**src/rtl/dfu_boot_pkg.sv**
```systemverilog
// Shared types and constants for the DFU boot-mode sequencer and its helpers.
package dfu_boot_pkg;

  typedef enum logic [2:0] {
    LOCK_WAIT = 3'd0,
    SAMPLE    = 3'd1,
    DFU       = 3'd2,
    DETACH    = 3'd3,
    HANDOFF   = 3'd4
  } boot_state_t;

  typedef enum logic [1:0] {
    MODE_WAIT    = 2'd0,
    MODE_SAMPLE  = 2'd1,
    MODE_DFU     = 2'd2,
    MODE_HANDOFF = 2'd3
  } boot_mode_t;

  localparam logic [7:0] DFU_ST_IDLE              = 8'h02;
  localparam logic [7:0] DFU_ST_MANIFEST_WAIT_RST = 8'h08;

  typedef struct packed {
    logic       dfu_reset;
    logic       usb_pull_en;
    logic       boot_req;
    boot_mode_t boot_mode;
  } boot_out_t;

  localparam boot_out_t BOOT_OUT_RESET = '{
    dfu_reset:   1'b1,
    usb_pull_en: 1'b0,
    boot_req:    1'b0,
    boot_mode:   MODE_WAIT
  };

  // Counter width able to hold n-1; never narrower than one bit.
  function automatic int unsigned cnt_width(input int unsigned n);
    return (n <= 32'd2) ? 32'd1 : 32'($clog2(n));
  endfunction

endpackage

```
**src/rtl/dfu_boot_ctrl_if.sv**
```systemverilog
// Control bundle between the boot sequencer (master) and the usb_dfu core / board logic (slave).
interface dfu_boot_ctrl_if;
  import dfu_boot_pkg::*;

  logic [7:0] dfu_state;
  logic       dfu_reset;
  logic       usb_pull_en;
  logic       boot_req;
  boot_mode_t boot_mode;

  modport master (
    input  dfu_state,
    output dfu_reset,
    output usb_pull_en,
    output boot_req,
    output boot_mode
  );

  modport slave (
    output dfu_state,
    input  dfu_reset,
    input  usb_pull_en,
    input  boot_req,
    input  boot_mode
  );

endinterface

```
**src/rtl/dfu_boot_ctrl_debounce.sv**
```systemverilog
// button_debounce: 2-flop synchroniser plus stable-level counter for any raw board button.
// btn_pressed flips only after the synced level disagrees with it for DEBOUNCE_CYCLES cycles in a row.
module button_debounce
  import dfu_boot_pkg::*;
#(
  parameter int unsigned DEBOUNCE_CYCLES = 48000,
  parameter bit          ACTIVE_LOW      = 1'b1
) (
  input  logic clk_48mhz,
  input  logic reset,
  input  logic btn_raw,
  output logic btn_pressed
);

  localparam int unsigned      CNT_W    = cnt_width(DEBOUNCE_CYCLES);
  localparam logic [CNT_W-1:0] CNT_LAST = CNT_W'(DEBOUNCE_CYCLES - 1);

  logic [1:0]       sync_reg;
  logic [CNT_W-1:0] cnt_reg, cnt_next;
  logic             pressed_reg, pressed_next;
  logic             level;

  // Synchroniser idles at the released level so reset never looks like a press.
  assign level = sync_reg[1] ^ ACTIVE_LOW;

  always_comb begin
    cnt_next     = '0;
    pressed_next = pressed_reg;
    if (level != pressed_reg) begin
      if (cnt_reg == CNT_LAST) begin
        pressed_next = level;
      end else begin
        cnt_next = cnt_reg + 1'b1;
      end
    end
  end

  always_ff @(posedge clk_48mhz) begin
    if (reset) begin
      sync_reg    <= {2{ACTIVE_LOW}};
      cnt_reg     <= '0;
      pressed_reg <= 1'b0;
    end else begin
      sync_reg    <= {sync_reg[0], btn_raw};
      cnt_reg     <= cnt_next;
      pressed_reg <= pressed_next;
    end
  end

  assign btn_pressed = pressed_reg;

endmodule

```
**src/rtl/dfu_boot_ctrl.sv**
```systemverilog
// Boot-mode sequencer ahead of usb_dfu: PLL lock wait, button-select window, DFU, detach, handoff.
// Optional DFU_BOOT_TIMEOUT_EN adds a dfuIDLE inactivity timeout that forces detach and handoff.
module dfu_boot_ctrl
  import dfu_boot_pkg::*;
#(
  parameter int unsigned DEBOUNCE_CYCLES = 48000,
  parameter int unsigned SAMPLE_CYCLES   = 65536,
  parameter int unsigned DETACH_CYCLES   = 480000,
  parameter int unsigned TIMEOUT_CYCLES  = 480000000
) (
  input  logic            clk_48mhz,
  input  logic            reset,
  input  logic            pll_locked,
  input  logic            pwr_button,
  dfu_boot_ctrl_if.master dfu
);

  localparam int unsigned SD_MAX = (SAMPLE_CYCLES > DETACH_CYCLES) ? SAMPLE_CYCLES : DETACH_CYCLES;
`ifdef DFU_BOOT_TIMEOUT_EN
  localparam int unsigned CNT_MAX = (SD_MAX > TIMEOUT_CYCLES) ? SD_MAX : TIMEOUT_CYCLES;
`else
  localparam int unsigned CNT_MAX = SD_MAX;
`endif
  localparam int unsigned      CNT_W       = cnt_width(CNT_MAX);
  localparam logic [CNT_W-1:0] SAMPLE_LAST = CNT_W'(SAMPLE_CYCLES - 1);
  localparam logic [CNT_W-1:0] DETACH_LAST = CNT_W'(DETACH_CYCLES - 1);

  if (SAMPLE_CYCLES < 2 || DETACH_CYCLES < 2 || TIMEOUT_CYCLES < 2 || DEBOUNCE_CYCLES < 1)
  begin : g_bad_params
    $error("dfu_boot_ctrl: cycle parameters out of range");
  end

  boot_state_t      state_reg, state_next;
  logic [CNT_W-1:0] cnt_reg, cnt_next;
  boot_out_t        out_reg, out_next;
  logic [1:0]       lock_sync_reg;
  logic             btn_pressed;
  logic             manifest;
  logic             timeout_hit;

  button_debounce #(
    .DEBOUNCE_CYCLES (DEBOUNCE_CYCLES),
    .ACTIVE_LOW      (1'b1)
  ) u_pwr_debounce (
    .clk_48mhz   (clk_48mhz),
    .reset       (reset),
    .btn_raw     (pwr_button),
    .btn_pressed (btn_pressed)
  );

  assign manifest = (dfu.dfu_state == DFU_ST_MANIFEST_WAIT_RST);

`ifdef DFU_BOOT_TIMEOUT_EN
  localparam int unsigned      TMO_W    = cnt_width(TIMEOUT_CYCLES);
  localparam logic [TMO_W-1:0] TMO_LAST = TMO_W'(TIMEOUT_CYCLES - 1);

  logic [TMO_W-1:0] tmo_reg, tmo_next;

  // Counts consecutive dfuIDLE cycles while in DFU; anything else restarts it.
  always_comb begin
    tmo_next    = '0;
    timeout_hit = 1'b0;
    if (state_reg == DFU && dfu.dfu_state == DFU_ST_IDLE) begin
      if (tmo_reg == TMO_LAST) begin
        timeout_hit = 1'b1;
      end else begin
        tmo_next = tmo_reg + 1'b1;
      end
    end
  end

  always_ff @(posedge clk_48mhz) begin
    if (reset) begin
      tmo_reg <= '0;
    end else begin
      tmo_reg <= tmo_next;
    end
  end
`else
  assign timeout_hit = 1'b0;
`endif

  always_ff @(posedge clk_48mhz) begin
    if (reset) begin
      state_reg     <= LOCK_WAIT;
      cnt_reg       <= '0;
      out_reg       <= BOOT_OUT_RESET;
      lock_sync_reg <= 2'b00;
    end else begin
      state_reg     <= state_next;
      cnt_reg       <= cnt_next;
      out_reg       <= out_next;
      lock_sync_reg <= {lock_sync_reg[0], pll_locked};
    end
  end

  always_comb begin
    state_next = state_reg;
    cnt_next   = '0;
    unique case (state_reg)
      LOCK_WAIT: begin
        if (lock_sync_reg[1]) state_next = SAMPLE;
      end
      SAMPLE: begin
        cnt_next = cnt_reg + 1'b1;
        // A press seen on the last window cycle still selects DFU.
        if (btn_pressed) begin
          state_next = DFU;
        end else if (cnt_reg == SAMPLE_LAST) begin
          state_next = HANDOFF;
        end
      end
      DFU: begin
        if (manifest || timeout_hit) state_next = DETACH;
      end
      DETACH: begin
        cnt_next = cnt_reg + 1'b1;
        if (cnt_reg == DETACH_LAST) state_next = HANDOFF;
      end
      HANDOFF: begin
        state_next = HANDOFF;
      end
      default: begin
        state_next = LOCK_WAIT;
      end
    endcase
    if (state_next != state_reg) cnt_next = '0;
  end

  // Outputs decode the current state and are registered, so they trail state entry by one cycle.
  always_comb begin
    out_next = BOOT_OUT_RESET;
    unique case (state_reg)
      SAMPLE: begin
        out_next.boot_mode = MODE_SAMPLE;
      end
      DFU: begin
        out_next.dfu_reset   = 1'b0;
        out_next.usb_pull_en = 1'b1;
        out_next.boot_mode   = MODE_DFU;
      end
      DETACH: begin
        out_next.dfu_reset = 1'b0;
        out_next.boot_mode = MODE_DFU;
      end
      HANDOFF: begin
        out_next.boot_req  = 1'b1;
        out_next.boot_mode = MODE_HANDOFF;
      end
      default: begin
        out_next = BOOT_OUT_RESET;
      end
    endcase
  end

  assign dfu.dfu_reset   = out_reg.dfu_reset;
  assign dfu.usb_pull_en = out_reg.usb_pull_en;
  assign dfu.boot_req    = out_reg.boot_req;
  assign dfu.boot_mode   = out_reg.boot_mode;

endmodule

```
**src/flat_wrapper.sv**
```systemverilog
// flat-port wrapper written by rule: the top's interface ports become plain ports
module dfu_boot_ctrl_flat import dfu_boot_pkg::*;
#(
  parameter int unsigned DEBOUNCE_CYCLES = 48000,
  parameter int unsigned SAMPLE_CYCLES   = 65536,
  parameter int unsigned DETACH_CYCLES   = 480000,
  parameter int unsigned TIMEOUT_CYCLES  = 480000000
)
  (clk_48mhz, reset, pll_locked, pwr_button, dfu_dfu_state, dfu_dfu_reset, dfu_usb_pull_en, dfu_boot_req, dfu_boot_mode);
  dfu_boot_ctrl_if dfu_i ();
  input  logic clk_48mhz;
  input  logic reset;
  input  logic pll_locked;
  input  logic pwr_button;
  input wire logic [$bits(dfu_i.dfu_state)-1:0] dfu_dfu_state;
  output wire logic [$bits(dfu_i.dfu_reset)-1:0] dfu_dfu_reset;
  output wire logic [$bits(dfu_i.usb_pull_en)-1:0] dfu_usb_pull_en;
  output wire logic [$bits(dfu_i.boot_req)-1:0] dfu_boot_req;
  output wire logic [$bits(dfu_i.boot_mode)-1:0] dfu_boot_mode;
  assign dfu_i.dfu_state = dfu_dfu_state;
  assign dfu_dfu_reset = dfu_i.dfu_reset;
  assign dfu_usb_pull_en = dfu_i.usb_pull_en;
  assign dfu_boot_req = dfu_i.boot_req;
  assign dfu_boot_mode = dfu_i.boot_mode;
  dfu_boot_ctrl #(.DEBOUNCE_CYCLES(DEBOUNCE_CYCLES), .SAMPLE_CYCLES(SAMPLE_CYCLES), .DETACH_CYCLES(DETACH_CYCLES), .TIMEOUT_CYCLES(TIMEOUT_CYCLES)) u_core (.clk_48mhz(clk_48mhz), .reset(reset), .pll_locked(pll_locked), .pwr_button(pwr_button), .dfu(dfu_i));
endmodule
```
**config.mk**
```make
export PLATFORM = sky130hd
export DESIGN_NAME = dfu_boot_ctrl_flat
export DESIGN_NICKNAME = d
export VERILOG_FILES = /design/src/rtl/dfu_boot_pkg.sv /design/src/rtl/dfu_boot_ctrl_if.sv /design/src/rtl/dfu_boot_ctrl_debounce.sv /design/src/rtl/dfu_boot_ctrl.sv /design/src/flat_wrapper.sv
export SDC_FILE = /design/constraint.sdc
export NUM_CORES = 1
export LEC_CHECK = 0
export CORE_ASPECT_RATIO = 0.6
export CORE_UTILIZATION = 60
export CTS_CLUSTER_SIZE = 40
export DETAILED_ROUTE_END_ITERATION = 6
export DONT_BUFFER_PORTS = 1
export PLACE_DENSITY = 0.81
export SETUP_SLACK_MARGIN = 0.3
export SKIP_CTS_REPAIR_TIMING = 1
export SYNTH_ARGS = -nofsm -noshare
export SYNTH_HDL_FRONTEND = slang
export SYNTH_SLANG_ARGS = --single-unit
```
**constraint.sdc**
```tcl
create_clock -name clk_48mhz -period 2.3 [get_ports clk_48mhz]
set_clock_uncertainty 0.05 [all_clocks]
set_input_delay 0.345 -clock clk_48mhz [delete_from_list [all_inputs] [get_ports clk_48mhz]]
set_output_delay 0.345 -clock clk_48mhz [all_outputs]
set_load 0.005 [all_outputs]
```
==> impl_summary.log <==
[metrics] Total Die Area: 3900 um2
[metrics] Netlist cell types: 42
[metrics] number of nets with antenna violations after routing: 0
[metrics] final estimated routing congestion in global placement: 0.809
[metrics] setup repair after global routing missed its margin: no
[metrics] synthesized-area fraction occupied by xor and xnor cells: 9.99%
[metrics] WP data required: 2.41 ns
[metrics] Crit Path Category: reg2reg
[metrics] fin crit share: 81.2%
[metrics] clock latency at the later pin of the worst-skew pair: 0.29 ns
[metrics] via count of the first global-routing pass: 1430
[metrics] count of nets after finishing: 246
[metrics] Vert. Die Dim: 48.8 um
[metrics] basic-gate share of the synthesized area counting and, or, nand and nor cells: 32.5%
[metrics] DR vias/cell: 5.99
[metrics] final sum of negative setup slack: 0 ns
[metrics] overall fraction of global-route tracks in use: 22.1%
[metrics] max-slew violation count: 0
[metrics] number of instances in the synthesized netlist: 237
[metrics] depth of the worst register-to-register path: 5
[metrics] number of enable-type register cells in the synthesized netlist: 0
[metrics] startpoint of the lowest-slack hold path: reset
[metrics] post-synthesis share of cell area spent on full adders, half adders and majority gates: 1.14%
[metrics] dpl hpwl: 2.84 mm
[metrics] initial core utilization: 65.1%
[metrics] startpoint type of the worst setup path: register
[metrics] count of fill cells added during filler insertion: 250
[metrics] floorplan row count: 16
[metrics] largest stage delay on the critical path: 0.41 ns
[metrics] number of top-level pins: 17
[metrics] Syn Area/Cell: 9.24 um2
[metrics] Inserted Clock Buffers: 5
[metrics] post-synth top area share: 43.9%
[metrics] cells taking the most area after synthesis: sky130_fd_sc_hd__dfxtp_1, sky130_fd_sc_hd__xor2_1, sky130_fd_sc_hd__nor3_1
[metrics] sequential element share of the synthesized area: 43.9%
[metrics] Cell Chain, Critical Path: ha_1, and4_1, and4_4, or2_1, nor2_1
[metrics] power per unit of standard cell area: 597 nW/um2
[metrics] Yosys Warn Count: 0
[metrics] share of synthesized registers carrying an async set or reset: 0%
[metrics] final setup violation count: 0
[metrics] count of input and output buffers: 0
[metrics] TritonCTS clock tree: built
[metrics] number of antenna violations at the first check in global routing: 0
[metrics] wire length after detailed routing: 3.92 mm
[metrics] Max VDD drop: 0.000379 V
[metrics] Die Width: 80.0 um
[metrics] achievable clock frequency: 0.535 GHz
[metrics] Hold Fails Final Rpt: 0
[metrics] critical path data arrival time: 1.97 ns
[metrics] pin count of the biggest net entering global routing: 20
[metrics] hold path cells: 1
[metrics] Pleak: 0.727 nW
[metrics] mean routed wirelength per cell: 14.1 um
[metrics] 1st-iter DRT viols: 136
[metrics] root buffer selected by CTS: sky130_fd_sc_hd__clkbuf_8
[metrics] transition time of the tightest slew-check pin: 0.643 ns
[metrics] maximum clock insertion buffer count: 2
[metrics] FF+latch count, synth: 48
[metrics] hold-critical path endpoint: u_core.lock_sync_reg[1]$_SDFF_PP0_
[metrics] critical-path maximum fanout: 14
[metrics] Diodes inserted: 0
[metrics] most frequent cells after synthesis: sky130_fd_sc_hd__dfxtp_1, sky130_fd_sc_hd__nor2_1, sky130_fd_sc_hd__xor2_1
[metrics] Clock Pin Slew Worst Setup and Hold Paths: 0.09 ns
[metrics] cell family with most CP delay: simple AND/OR/NAND/NOR gates
[metrics] growth of design area from synthesis to finish: 2.86%
[metrics] share of final-layout standard cells stronger than drive strength 1: 7.73%
[metrics] endpoint of the worst register-to-register path: u_core.u_pwr_debounce.cnt_reg[9]$_SDFF_PP0_
[metrics] core footprint: 3360 um2
[metrics] Mapped Area: 2190 um2
[metrics] worst-path cell with the longest stage delay: sky130_fd_sc_hd__or2_1
[metrics] DR pass1 iterations: 4
[metrics] critical path buffer and inverter count: 0
[metrics] type of element capturing the critical path: register
[metrics] min-delay worst type: in2reg
[metrics] flip-flop count of the largest register, all copies and words added: 19
[metrics] result of the run: finished, final reports clean
[metrics] Main synth FF type: sky130_fd_sc_hd__dfxtp_1
[metrics] cell type with the largest total area after synthesis: sky130_fd_sc_hd__dfxtp_1
[metrics] compound-cell area share of the yosys netlist: 7.20%
[metrics] startpoint of the worst register-to-register path: u_core.u_pwr_debounce.cnt_reg[0]$_SDFF_PP0_
[metrics] largest family of logic cells by synthesized area: simple AND/OR/NAND/NOR gates
[metrics] H-tree Lvls: 2
[metrics] reported max-cap violation count: 0
[metrics] register-to-register path setup slack: 0.43 ns
[metrics] syn_nets: 251
[metrics] wire length of the first global-routing pass: 6.62 mm
[metrics] vias after detailed routing: 1664
[metrics] portion of netlist area occupied by mux cells: 0%
[metrics] shortest period the worst path allows: 1.87 ns
[metrics] Slew headroom: 56.7%
[metrics] post-detailed-route DRC marker count: 0
[metrics] hold slack final: 0.0540 ns
[metrics] most common cell in the netlist: sky130_fd_sc_hd__dfxtp_1
[metrics] overflow left after global routing: 0
[metrics] clk sinks: 48
per-layer routing:
metal | vias up | wire (um) | GRT usage [%]
li1 | 845 | - | -
met1 | 775 | 2140 | 33.5
met2 | 40 | 1580 | 30.6
met3 | 4 | 182 | 7.29
met4 | 0 | 15 | 3.87
met5 | - | 0 | 0
cell usage in the layout, fill, tap and decap left out, types with 2 or more instances in the layout:
cell type,instances
sky130_fd_sc_hd__ha_1,2
sky130_fd_sc_hd__nor2_1,21
sky130_fd_sc_hd__o21ai_0,10
sky130_fd_sc_hd__nand4_1,13
sky130_fd_sc_hd__xnor2_1,7
sky130_fd_sc_hd__nor3_1,17
sky130_fd_sc_hd__dfxtp_1,48
sky130_fd_sc_hd__nor2b_1,2
sky130_fd_sc_hd__buf_4,2
sky130_fd_sc_hd__and4_1,8
sky130_fd_sc_hd__and2_1,5
sky130_fd_sc_hd__or2_2,2
sky130_fd_sc_hd__nand3_1,9
sky130_fd_sc_hd__and3_1,6
sky130_fd_sc_hd__xor2_1,18
sky130_fd_sc_hd__a21oi_1,4
sky130_fd_sc_hd__or3_1,8
sky130_fd_sc_hd__nand2_1,12
sky130_fd_sc_hd__clkbuf_8,5
sky130_fd_sc_hd__a211oi_1,5
sky130_fd_sc_hd__nor4b_1,4
sky130_fd_sc_hd__inv_1,3
sky130_fd_sc_hd__clkinv_2,2
sky130_fd_sc_hd__nand4b_1,2
through the flow:
step,area [um2],std cells,utilization (%),total power [W],setup slack [ns]
after global routing,2250,278,67.0,0.00140,0.317
after global placement,2160,270,64.1,0.000882,0.470
after CTS,2240,278,66.7,0.00136,0.415
final,2250,278,67.0,0.00135,0.432
after detailed placement,2160,270,64.1,0.000883,0.430
after floorplan,2190,237,-,0.000884,0.566
worst reg2reg max path, delay by kind of cell, from the launching register on:
family / cells / cell delay, ns
flip-flops: 1 / 0.36
adder cells (fa/ha/maj): 1 / 0.22
AND/OR/NAND/NOR: 4 / 1.10
final cells by class:
| class | count | area (um2) | area share [%] |
|---|---|---|---|
| multi-input combinational | 172 | 1120 | 49.8 |
| sequential | 48 | 961 | 42.6 |
| clock buffer | 5 | 68.8 | 3.05 |
| tap | 45 | 56.3 | 2.50 |
| clock inverter | 3 | 18.8 | 0.833 |
| timing repair buffer | 2 | 15.0 | 0.666 |
| inverter | 3 | 11.3 | 0.500 |
cell families after synthesis:
group	count (synthesis)
compound gates	25
flops	48
fa+ha+maj	2
xor+xnor	25
buf+inv	17
simple gates	120
report_power, final:
group / switching (W) / internal (W)
Combinational: 0.0000120 / 0.00000998
Clock: 0.000270 / 0.000212
Sequential: 0.00000548 / 0.000836
Total: 0.000287 / 0.00106
how the worst max path moves through the flow:
stage,start,end,cells after the start
6_report,u_core.u_pwr_debounce.cnt_reg[0]$_SDFF_PP0_,u_core.u_pwr_debounce.cnt_reg[9]$_SDFF_PP0_,5
5_1_grt,u_core.u_pwr_debounce.cnt_reg[0]$_SDFF_PP0_,u_core.u_pwr_debounce.cnt_reg[8]$_SDFF_PP0_,5
4_1_cts,u_core.cnt_reg[0]$_SDFF_PP0_,u_core.cnt_reg[17]$_SDFF_PP0_,5
3_5_place_dp,u_core.cnt_reg[0]$_SDFF_PP0_,u_core.cnt_reg[17]$_SDFF_PP0_,5
3_3_place_gp,u_core.cnt_reg[0]$_SDFF_PP0_,u_core.cnt_reg[11]$_SDFF_PP0_,5
2_1_floorplan,u_core.cnt_reg[0]$_SDFF_PP0_,u_core.cnt_reg[10]$_SDFF_PP0_,7
(Power assumes the default switching activity.)
==> RTL edit 1, RTL diff (config.mk and constraints unchanged) <==
Add an input register stage for `pll_locked` and `pwr_button`, with the module's reset; this delays them by one clock. The other inputs are not delayed to match.
--- a/src/rtl/dfu_boot_ctrl.sv
+++ b/src/rtl/dfu_boot_ctrl.sv
@@ -27,2 +27,15 @@
 
+  logic pll_locked_q;
+  logic pwr_button_q;
+
+  always_ff @(posedge clk_48mhz) begin
+    if (reset) begin
+      pll_locked_q <= '0;
+      pwr_button_q <= '0;
+    end else begin
+      pll_locked_q <= pll_locked;
+      pwr_button_q <= pwr_button;
+    end
+  end
+
   if (SAMPLE_CYCLES < 2 || DETACH_CYCLES < 2 || TIMEOUT_CYCLES < 2 || DEBOUNCE_CYCLES < 1)
@@ -46,3 +59,3 @@
     .reset       (reset),
-    .btn_raw     (pwr_button),
+    .btn_raw     (pwr_button_q),
     .btn_pressed (btn_pressed)
@@ -92,3 +105,3 @@
       out_reg       <= out_next;
-      lock_sync_reg <= {lock_sync_reg[0], pll_locked};
+      lock_sync_reg <= {lock_sync_reg[0], pll_locked_q};
     end
Check against the original RTL: not equivalent (a bounded check fails within 10 cycles, from zero or initial values and one cycle with reset high).
==> RTL edit 1 against the unedited design <==
Sequential cell count up 2; hold slack worse by 0.0036 ns; final area down 1.9%; critical path depth up 3; setup slack worse by 0.043 ns; die area down 6.7%; maximum frequency down 2.2%; global-route usage down 0.22 points; largest cell class is now registers; via count down 8.7%; combinational power down 11%; sequential share of layout area up 2.6 points; power up 12%; synthesized area down 6.9%; wire length down 3.4%; largest power group unchanged.
==> RTL edit 1: results (changes against the unedited design) <==
- Via density: 5.59 (-6.6%)
- DRC Markers: 0 (unchanged)
- Vias in the first global route: 1308 (-8.5%)
- Max-slew headroom: 0.561 (-0.00622)
- CTS max path bufs: 2 (unchanged)
- Max Cap Violations: 0 (unchanged)
- Critical Path Slowest Stage Cell: dfxtp_1
- DR vias: 1520 (-8.7%)
- Worst skew pair latency: 0.30 ns
- Initial DRT Pass Iterations: 4 (unchanged)
- Area post-placement: 2060 sq um (-4.6%)
- PortBufs: 0 (unchanged)
- Largest net degree at the start of global routing: 20 (unchanged)
- Clock H-tree levels: 2 (unchanged)
- Max reg flops: 19 (unchanged)
- GRT Util Overall: 0.219 (-0.00221)
- VDD IR max: 491 uV (+30%)
- Area contributors post-synth: dfxtp_1 (49%), nor2_1 (8.7%), xor2_1 (8.2%), xnor2_1 (5.6%), nand3_1 (3.7%)
- Gate Count Post-Synth: 223 (-5.9%)
- Status: complete, no violations
- N_diodes: 0 (unchanged)
- Main synth FF type: dfxtp_1
- Drt wl/cell: 13.9 microns (-1.2%)
- Initial antenna violation count: 0 (unchanged)
- Synthesized Nets: 237 (-5.6%)
- Leak: 0.748 nW (+2.9%)
- RD Place Congestion: 0.834 (+3.0%)
- Ratio of cells with drive above 1 in the final layout: 0.0870 (+0.00970)
- Clock slew at reported path FFs: 0.09 ns (about the same)
- Sequential fraction of the synthesis area: 0.491 (+0.0522)
- Iteration-0 DRC Markers: 109 (-20%)
- Netlist cell types: 37 (-12%)
- Placed Cells incl. Taps: 260 (-3.7%)
- Num CTS Buffers: 5 (unchanged)
- Ys Warns: 0 (unchanged)
- Worst-path maximum fanout: 19 (+5)
- Hold WC Path Type: input port to register
- First-pass GRT wire length: 5920 microns (-11%)
- WP data arrival: 2.06 ns (+0.09 ns)
- Detailed Place HPWL: 2530 microns (-11%)
- FFs w/ async S/R, synth: 0 (unchanged)
- Commonest cells post-synth: dfxtp_1 (50), nor2_1 (47), xor2_1 (19)
- Detail Route Antenna Nets: 0 (unchanged)
[RTL edit 1: logic make-up after synthesis]
group	Yosys count	synth area share
fa+ha+maj	2	0.0123
simple gates	115	0.288
compound gates	10	0.0325
buf+inv	13	0.0337
xor+xnor	32	0.137
mux	1	0.00491
flops	50	0.491
[RTL edit 1: power by group]
part	internal [mW]	switching (mW)
Combinational	0.00896	0.0106
Clock	0.323	0.290
Sequential	0.872	0.00426
[RTL edit 1: per-stage QoR]
step,setup WS [ns],utilization
after floorplan,0.581,-
after global placement,0.452,0.677
after detailed placement,0.337,0.677
after CTS,0.312,0.714
after global routing,0.297,0.727
final,0.389,0.727
[RTL edit 1: per-layer routing]
layer  track usage  wire length [microns]  part of all wire
met3        0.0738                    187             0.049
met1         0.275                   1850              0.49
met5             0                      0                 0
met2         0.359                   1720              0.45
met4        0.0906                     32            0.0084
[RTL edit 1: critical path, delay by kind of cell (launching register included)]
| kind | cells | cell delay [ns] |
|---|---|---|
| AOI/OAI and AO/OA | 2 | 0.31 |
| adders and majority gates | 1 | 0.24 |
| buffers and inverters | 2 | 0.36 |
| DFF | 1 | 0.40 |
| and+or+nand+nor | 3 | 0.44 |
[RTL edit 1: cell type report]
type / instances / area (sq um)
clock buffer: 5 / 68.8
clock inverter: 3 / 45.0
fill: 221 / 830
inverter: 7 / 26.3
multi-input combinational: 160 / 976
sequential: 50 / 1000
tap: 42 / 52.6
timing repair buffer: 5 / 41.3
[RTL edit 1: worst paths after layout]
| kind | cells past startpoint | to | slack, ns | from |
|---|---|---|---|---|
| setup / recovery | 8 | u_core.cnt_reg[7] | 0.39 | u_core.cnt_reg[0] |
| hold / removal | 1 | u_core.pll_locked_q | 0.05 | reset |
| setup reg to reg | 8 | u_core.cnt_reg[7] | 0.39 | u_core.cnt_reg[0] |
| hold reg to reg | 1 | u_core.u_pwr_debounce.sync_reg[1] | 0.37 | u_core.u_pwr_debounce.sync_reg[0] |
==> RTL edit 2, RTL diff (config.mk and constraints unchanged) <==
Made on the original files. `SAMPLE_CYCLES` is set to 65536 in 2 places; all go to 131072.
--- a/src/rtl/dfu_boot_ctrl.sv
+++ b/src/rtl/dfu_boot_ctrl.sv
@@ -6,3 +6,3 @@
   parameter int unsigned DEBOUNCE_CYCLES = 48000,
-  parameter int unsigned SAMPLE_CYCLES   = 65536,
+  parameter int unsigned SAMPLE_CYCLES   = 131072,
   parameter int unsigned DETACH_CYCLES   = 480000,
--- a/src/flat_wrapper.sv
+++ b/src/flat_wrapper.sv
@@ -4,3 +4,3 @@
   parameter int unsigned DEBOUNCE_CYCLES = 48000,
-  parameter int unsigned SAMPLE_CYCLES   = 65536,
+  parameter int unsigned SAMPLE_CYCLES   = 131072,
   parameter int unsigned DETACH_CYCLES   = 480000,
Behaviour: no difference found for any inputs over 10 cycles, from zero or initial values and one cycle with reset high; that may be too few to reach the edited logic, so the function may still have changed.
==> RTL edit 2 against the unedited design <==
Wire length rose by 8.4%; count of clock-buffer cells in the layout rose by 3; maximum frequency down 7.3%; final area down 1.3%; clock power increased by 7.5%; setup slack got worse by 0.15 ns; power rose by 3.6%; synthesized area fell by 8.3%; sequential cell count stayed put; critical path depth stayed put; largest cell class unchanged; highest routed layer unchanged.
==> RTL edit 2: results (changes against the unedited design) <==
- Ys Warns: 0 (unchanged)
- Met1 WL: 1950 microns (-8.6%)
- Non-CTS inverters: 7 (+4)
- FFs w/ async S/R, synth: 0 (unchanged)
- VDD IR max: 519 uV (+37%)
- Reg area: 965 sq um (+0.39%)
- Signal buffers: 5 (+3)
- Clock H-tree levels: 2 (unchanged)
- NumNets Final: 247 (+0.41%)
- Met3 routed WL: 292 microns (+60%)
- Status: complete, no violations
- Clock slew at reported path FFs: around 0.08 ns
- Hold depth: 1 (unchanged)
- Drt wl/cell: 15.4 microns (+9.2%)
- Multi-input gates: 166 (-3.5%)
- Netlist cell types: 34 (-19%)
- Area contributors post-synth: dfxtp_1 (48%), nor2_1 (7.7%), xor2_1 (7.0%), xnor2_1 (6.5%), nand3_1 (3.5%)
- # fillers: 210 (-16%)
- Num CTS Buffers: 5 (unchanged)
- Die area: 3590 sq um (-8.0%)
- Multi-input gate area: 1050 sq um (-6.1%)
- PortBufs: 0 (unchanged)
- Initial antenna violation count: 0 (unchanged)
- CTS root buffer: clkbuf_8
- Max-slew headroom: 0.661 (+0.0938)
- Iteration-0 DRC Markers: 113 (-17%)
- Gate Count Post-Synth: 227 (-4.2%)
- RD Place Congestion: 0.893 (+10%)
- Final-layout clock buffer total: 8 (+3)
- Synthesized Nets: 241 (-4.0%)
- Clock tree cell share of total cell area: 0.0405 (+0.00163)
- Final non-filler cell total: 276 (-0.72%)
- Initial DRT Pass Iterations: 4 (unchanged)
- Commonest cells post-synth: dfxtp_1 (48), nor2_1 (41), xor2_1 (16)
- Metal2 WL: 1940 microns (+22%)
- Detailed Place HPWL: 2980 microns (+5.0%)
- Max reg flops: 19 (unchanged)
- Pre-CTS setup slack: 0.181 ns (-0.249 ns)
- Non-clock buffer share: 0.0169 (+0.0102)
- Sequential fraction of the synthesis area: 0.478 (+0.0396)
- Via density: 5.87 (-2.0%)
- Worst skew pair latency: 0.30 ns
- Hold WC Path Type: input port to register
- Area post-placement: 2060 sq um (-4.7%)
- GRT Util Overall: 0.249 (+0.0279)
- Sequential cells: 48 (unchanged)
- Worst-path maximum fanout: 6 (-8)
- Post-layout util: 0.736 (+0.0662)
- DR top layer: met4
- Largest net degree at the start of global routing: 15 (-25%)
- First-pass GRT wire length: 6460 microns (-2.4%)
- CTS max path bufs: 2 (unchanged)
- R2R depth: 5 (unchanged)
- Placed Cells incl. Taps: 266 (-1.5%)
- Vias in the first global route: 1414 (-1.1%)
- Leak: 0.710 nW (-2.3%)
- Ratio of cells with drive above 1 in the final layout: 0.124 (+0.0467)
- N_diodes: 0 (unchanged)
RTL edit 2: changes by cell type in the layout (fill, tap and decap cells not counted), sizes merged, moves of 4 or more:
cell    unedited run  this run
nand3             10        14
nor3              18        14
and4               9         2
or3                8         1
xnor2              7        15
o21ai             10         4
and2               5         0
a211oi             5         0
nor2              21        41
inv                3         7
RTL edit 2: logic make-up (layout without fill, tap and decap cells):
kind of cell | count (synthesis) | after routing | share of synthesized area
multiplexers | 1 | 1 | 0.00498
XOR/XNOR | 31 | 31 | 0.135
adder cells (fa/ha/maj) | 2 | 2 | 0.0125
AND/OR/NAND/NOR | 120 | 120 | 0.304
buffers and inverters | 14 | 20 | 0.0311
flip-flops | 48 | 48 | 0.478
AO/OA/AOI/OAI | 11 | 12 | 0.0336
RTL edit 2: per-layer routing:
metal / track usage / up-vias
met3: 0.0738 / 7
met5: 0 / -
met4: 0.154 / 0
li1: - / 783
met1: 0.301 / 767
met2: 0.413 / 62
RTL edit 2: path summary, 6_finish.rpt:
| kind | from | endpoint | slack (ns) |
|---|---|---|---|
| hold reg to reg | u_core.u_pwr_debounce.sync_reg[0] | u_core.u_pwr_debounce.sync_reg[1] | 0.38 |
| setup reg to reg | u_core.cnt_reg[13] | u_core.cnt_reg[12] | 0.29 |
| hold / removal | reset | u_core.u_pwr_debounce.btn_pressed | 0.05 |
| setup / recovery | u_core.cnt_reg[13] | u_core.cnt_reg[12] | 0.29 |
RTL edit 2: worst max-delay path: stages (launching register included):
cell and delay, ns:
dfxtp_1 0.36, or4b_1 0.52, or4_4 0.52, o21ba_4 0.24, o21ai_4 0.11, nor2_1 0.09
RTL edit 2: power by group:
group	leakage [nW]	internal, mW	switching [mW]
Combinational	0.275	0.0149	0.0202
Clock	0.0455	0.246	0.273
Sequential	0.389	0.836	0.00464
